`src/rtl/host_write_decoder_pkg.sv`:
```
// Shared types and constants for the host write path into the register file.
package host_if_pkg;

  localparam int REG_ADDR_W = 8;
  localparam int REG_DATA_W = 8;

  typedef struct packed {
    logic [REG_ADDR_W-1:0] addr;
    logic [REG_DATA_W-1:0] data;
  } reg_write_t;

  // A0 selects which host port a write targets
  localparam logic PORT_ADDR = 1'b0;
  localparam logic PORT_DATA = 1'b1;

endpackage

```
`src/rtl/host_write_decoder_sync_fifo.sv`:
```
// Single-clock first-word-fall-through FIFO; head reads as zero while empty.
module sync_fifo #(
  parameter  int WIDTH = 16,
  parameter  int DEPTH = 4,
  localparam int AW    = $clog2(DEPTH),
  localparam int CW    = AW + 1
) (
  input  logic             clk,
  input  logic             reset,
  input  logic             push,
  input  logic [WIDTH-1:0] wdata,
  input  logic             pop,
  output logic [WIDTH-1:0] rdata,
  output logic             full,
  output logic             empty,
  output logic [CW-1:0]    count
);

  logic [WIDTH-1:0] mem [DEPTH];
  logic [AW-1:0]    rd_ptr, wr_ptr;
  logic             do_push, do_pop;

  assign empty   = (count == '0);
  assign full    = (count == CW'(DEPTH));
  assign do_pop  = pop && !empty;
  // a full queue still takes a push when the head leaves in the same cycle
  assign do_push = push && (!full || do_pop);
  assign rdata   = empty ? '0 : mem[rd_ptr];

  always_ff @(posedge clk) begin
    if (do_push) mem[wr_ptr] <= wdata;
  end

  always_ff @(posedge clk) begin
    if (reset) begin
      rd_ptr <= '0;
      wr_ptr <= '0;
      count  <= '0;
    end else begin
      if (do_push) wr_ptr <= wr_ptr + AW'(1);
      if (do_pop)  rd_ptr <= rd_ptr + AW'(1);
      case ({do_push, do_pop})
        2'b10:   count <= count + CW'(1);
        2'b01:   count <= count - CW'(1);
        default: count <= count;
      endcase
    end
  end

endmodule

```
`src/rtl/host_write_decoder.sv`:
```
// Decodes synchronized host strobes into OPL2 address/data writes and queues
// {address, data} pairs for the register file.
module host_write_decoder
  import host_if_pkg::*;
#(
  parameter  int ADDR_WIDTH = 8,
  parameter  int DATA_WIDTH = 8,
  parameter  int FIFO_DEPTH = 4,
  localparam int CNT_W      = $clog2(FIFO_DEPTH) + 1
) (
  input  logic                  clk,
  input  logic                  reset,
  input  logic                  cs_n_sync,
  input  logic                  wr_n_sync,
  input  logic                  a0_sync,
  input  logic [DATA_WIDTH-1:0] din_sync,
  input  logic                  overflow_clr,
  output logic                  wr_valid,
  input  logic                  wr_ready,
  output logic [ADDR_WIDTH-1:0] wr_addr,
  output logic [DATA_WIDTH-1:0] wr_data,
  output logic [CNT_W-1:0]      fifo_count,
  output logic                  overflow
);

  typedef struct packed {
    logic [ADDR_WIDTH-1:0] addr;
    logic [DATA_WIDTH-1:0] data;
  } entry_t;

  logic                  wr_n_q, wr_n_qq, cs_n_q, cs_n_qq, a0_q, a0_h;
  logic [DATA_WIDTH-1:0] din_q, din_h;
  logic [ADDR_WIDTH-1:0] addr_q;
  logic                  hi_seen, armed;
  logic                  wr_evt, push, drop, full, empty;
  entry_t                push_e, head_e;

  // armed only once a high strobe was sampled before the current low phase,
  // so a strobe already low across reset is ignored until it cycles again
  assign wr_evt = armed && wr_n_q && !wr_n_qq && !cs_n_qq;
  assign push   = wr_evt && (a0_h == PORT_DATA);
  assign drop   = push && full && !wr_ready;
  assign push_e = '{addr: addr_q, data: din_h};

  always_ff @(posedge clk) begin
    if (reset) begin
      wr_n_q  <= 1'b1;
      wr_n_qq <= 1'b1;
      cs_n_q  <= 1'b1;
      cs_n_qq <= 1'b1;
      a0_q    <= 1'b0;
      din_q   <= '0;
      a0_h    <= 1'b0;
      din_h   <= '0;
      addr_q  <= '0;
      hi_seen <= 1'b0;
      armed   <= 1'b0;
    end else begin
      wr_n_q  <= wr_n_sync;
      wr_n_qq <= wr_n_q;
      cs_n_q  <= cs_n_sync;
      cs_n_qq <= cs_n_q;
      a0_q    <= a0_sync;
      din_q   <= din_sync;
      hi_seen <= hi_seen | wr_n_sync;
      armed   <= hi_seen;
      if (!cs_n_q && !wr_n_q) begin
        a0_h  <= a0_q;
        din_h <= din_q;
      end
      if (wr_evt && (a0_h == PORT_ADDR)) addr_q <= din_h[ADDR_WIDTH-1:0];
    end
  end

  always_ff @(posedge clk) begin
    if (reset)             overflow <= 1'b0;
    else if (drop)         overflow <= 1'b1;
    else if (overflow_clr) overflow <= 1'b0;
  end

  sync_fifo #(
    .WIDTH (ADDR_WIDTH + DATA_WIDTH),
    .DEPTH (FIFO_DEPTH)
  ) u_fifo (
    .clk   (clk),
    .reset (reset),
    .push  (push),
    .wdata (push_e),
    .pop   (wr_ready),
    .rdata (head_e),
    .full  (full),
    .empty (empty),
    .count (fifo_count)
  );

  assign wr_valid = !empty;
  assign wr_addr  = head_e.addr;
  assign wr_data  = head_e.data;

endmodule
```
`config.mk`:
```
export PLATFORM = sky130hd
export DESIGN_NAME = host_write_decoder
export DESIGN_NICKNAME = d
export VERILOG_FILES = /design/src/rtl/host_write_decoder_pkg.sv /design/src/rtl/host_write_decoder_sync_fifo.sv /design/src/rtl/host_write_decoder.sv
export SDC_FILE = /design/constraint.sdc
export NUM_CORES = 1
export LEC_CHECK = 0
export ABC_CLOCK_PERIOD_IN_PS = 2150
export CAP_MARGIN = 20
export CELL_PAD_IN_SITES_DETAIL_PLACEMENT = 1
export CELL_PAD_IN_SITES_GLOBAL_PLACEMENT = 1
export CORE_MARGIN = 2
export CORE_UTILIZATION = 47
export DETAILED_ROUTE_END_ITERATION = 16
export DONT_BUFFER_PORTS = 1
export PLACE_DENSITY = 0.83
export SYNTH_ARGS = -nofsm -noshare
export SYNTH_HDL_FRONTEND = slang
export SYNTH_HIERARCHICAL = 1
export SYNTH_SLANG_ARGS = --single-unit
```
`constraint.sdc`:
```
create_clock -name clk -period 2.15 [get_ports clk]
set_clock_uncertainty 0.2 [all_clocks]
set_input_delay 0 -clock clk [delete_from_list [all_inputs] [get_ports clk]]
set_output_delay 0 -clock clk [all_outputs]
set_load 0.02 [all_outputs]
```
==> impl_results.md <==
- Buffers on Ports: 0
- Outcome: complete, no violations
- Seq pwr share: 63.8%
- Dpl hpwl: roughly 4900 um
- Library cells used by synthesis: 40
- F_max: about 480 MHz
- Total power: 3.378 mW
- Clk Latency, worst-skew pair: 0.36 ns
- Final hold violation count: 0
- Syn_nets: 301
- Detailed-route via count: 2212
- Area of the mapped netlist: between 4000 and 5000 um2
- Yosys reg bits: roughly 110
- Global-route wire length before repair: 12920 um
- Mapped Cells: 281
- Setup crit end kind: flip-flop
- DRC viols: 0
- Final min period: between 2 and 2.5 ns
- Commonest non-fill, non-tap cells in the layout: 64 x edfxtp_1, 42 x dfxtp_1, 27 x nor2b_1
- Comb pwr share: 2.0%
- Register area: 2763 um2
- Slowest-stage cell, CP: or4b_4
- CP delay by family, top: simple AND/OR/NAND/NOR gates
- Most used DFF post-synth: edfxtp_1
- Die footprint: 9609 um2
- Via-per-instance ratio: ~5.3
- RePlAce Congestion: ~0.78
- Reg2reg start: u_fifo/count[2]
- # diodes: 0
- Final nets: 322
- Worst Path Buf+Inv: 0
- Sw power: between 0.6 and 0.7 mW
- Starting Density: 48.12%
- Htree depth: 3
- Clock slew at reported path FFs: about 0.10 ns
- CTS Root Cell: clkbuf_8
- Share of cells above drive strength 1: 19.22%
- Final hold slack: 0.07227 ns
- Core Box Area: between 8000 and 9000 um2
- CP arrival: around 1.9 ns
- Initial drt markers: 83
- P&R area growth vs syn: 11.65%
- Setup_tns: 0 ns
- Synth Area per Inst: 14.79 um2
- Worst Tran Pin Value: about 0.86 ns
- CP startpoint kind: flip-flop
- Crit path required time: 1.94 ns
- Worst hold-check path type: primary input to flip-flop
- TritonCTS clock tree: done
- Seq/Total Area, Yosys: 66.49%
- Setup-failing EPs final: 0
- Initial antenna violation count: 0
- Crit Path Class: flip-flop to flip-flop
- Floorplan row count: 34
- Most common cell after layout, fill and taps aside: edfxtp_1
- Drt first pass iters: 4
- CP max FO: 16
- Hold path startpoint: cs_n_sync
- Async SR Flop Fraction: 0%
- Leakage: 1.561 nW
- Pwr Density: 728.1 nW/um2
- I/O pin count: 36
- Routed length per placed instance: 19.15 um
- Die Wd: 98.03 um
- Switching part of the total power: 20.63%
- WL final: between 7000 and 8000 um
- Clk pwr share: around 34%
- Yosys warnings: 6
- Tcrit/Tclk final: between 90% and 100%
- CTS Buf Count: 9
- Routed Antenna Nets: 0
- Fillers: around 830
- Relative slew slack: 42.96%
- Total internal power: 2.681 mW
- Slowest Stage Delay on Critical Path: 0.54 ns
- Die height: 98.03 um
- CTS max path bufs: 2
- Critical Path Source: u_fifo/count[2]
- Critical-path cell list: or4b_4 > and3_1
- Largest net degree at the start of global routing: 53
- Post-synth EDFFs: 64
- Area of the multi-input gates: 1280 um2
- Clock sink total: ~110
- Vias in the first global route: 2407
- DP Cell Count: ~380
- Slew Limit Fails: 0
- VDD IR max: 0.3705 mV
- Tot GR Track Use: 17.81%
- Finished Layout Cells: 415
- Total gr overflow: 0
- Max Cap Viol: 0
[sequential cells by signal, summed over array words and instances, names as in the netlist, 2 cells and up, named ones only]
signal,cells
din_q,8
u_fifo/rd_ptr,2
u_fifo/count,3
u_fifo/wr_ptr,2
u_fifo/mem,64
addr_q,8
din_h,8
[routing by layer]
metal | GRT usage, % | part of all wire, % | up-vias
li1 | - | - | 1055
met1 | 21.37 | 42 | 1112
met2 | 31.35 | 55 | 37
met3 | 3.579 | 2.4 | 8
met4 | 7.372 | 1.5 | 0
met5 | 0 | 0 | -
[timing repair]
item,4_1_cts,5_1_grt
buffers inserted,0,1
resized for setup,2,4
gates cloned,0,0
endpoints found under the hold margin,42,0
hold buffers,16,0
endpoints found under the setup margin,25,33
pin swaps,0,1
[worst paths after layout]
check / to / slack [ns] / cells past startpoint
hold / removal: cs_n_q / 0.07 / 2
setup / recovery: u_fifo/mem[2][11] / 0.08 / 2
setup reg to reg: u_fifo/mem[2][11] / 0.08 / 2
hold reg to reg: a0_h / 0.24 / 2
[synth_stat cells, drive strengths merged, types with 2 or more instances]
cell / count / area share [%]
nor4b: 2 / 0.42
dfxtp: 42 / 20
xor2: 2 / 0.42
nand2b: 19 / 2.9
nor2b: 27 / 4.1
edfxtp: 64 / 46
mux2: 2 / 0.54
buf: 13 / 2.2
mux2i: 9 / 2.2
inv: 6 / 0.54
nand3: 2 / 0.24
nor3b: 2 / 0.36
clkbuf: 4 / 0.39
or2: 4 / 0.60
a31oi: 2 / 0.30
nand2: 9 / 0.81
o21ai: 11 / 1.3
mux4: 16 / 8.7
a21oi: 11 / 1.3
nor2: 13 / 1.2
and3: 4 / 0.60
ha: 4 / 1.2
[kinds of logic after synthesis]
kind of cell / Yosys count / synth area share, %
multiplexers: 27 / 11.38
AO/OA/AOI/OAI: 29 / 4.065
AND/OR/NAND/NOR: 88 / 12.62
buffers and inverters: 23 / 3.131
XOR/XNOR: 3 / 0.6325
flip-flops: 106 / 66.49
adder cells (fa/ha/maj): 5 / 1.686
[cell type report]
type | count | share of cell area [%]
sequential | 106 | 59.55
tap | 108 | 2.913
multi-input combinational | 152 | 27.59
clock inverter | 5 | 0.7282
timing repair buffer | 27 | 5.448
clock buffer | 11 | 3.290
inverter | 6 | 0.4854
[power groups by stage]
stage	combinational (mW)	clock (mW)	sequential, mW
global route	0.0762	1.27	2.16
floorplan	0.0375	0	2.20
finish	0.0684	1.15	2.16
global placement	0.0272	0	2.20
CTS	0.0680	1.18	2.16
detailed placement	0.0285	0	2.20
[per-stage QoR]
stage | utilization, % | instance area [um2] | worst slack (ns)
2_1_floorplan | - | 4155 | 0.1113
3_3_place_gp | 49.30 | 4258 | 0.1556
3_5_place_dp | 49.30 | 4258 | 0.03679
4_1_cts | 53.46 | 4617 | 0.02115
5_1_grt | 53.72 | 4639 | -0.007084
6_report | 53.72 | 4639 | 0.07503
(Power assumes the default switching activity.)
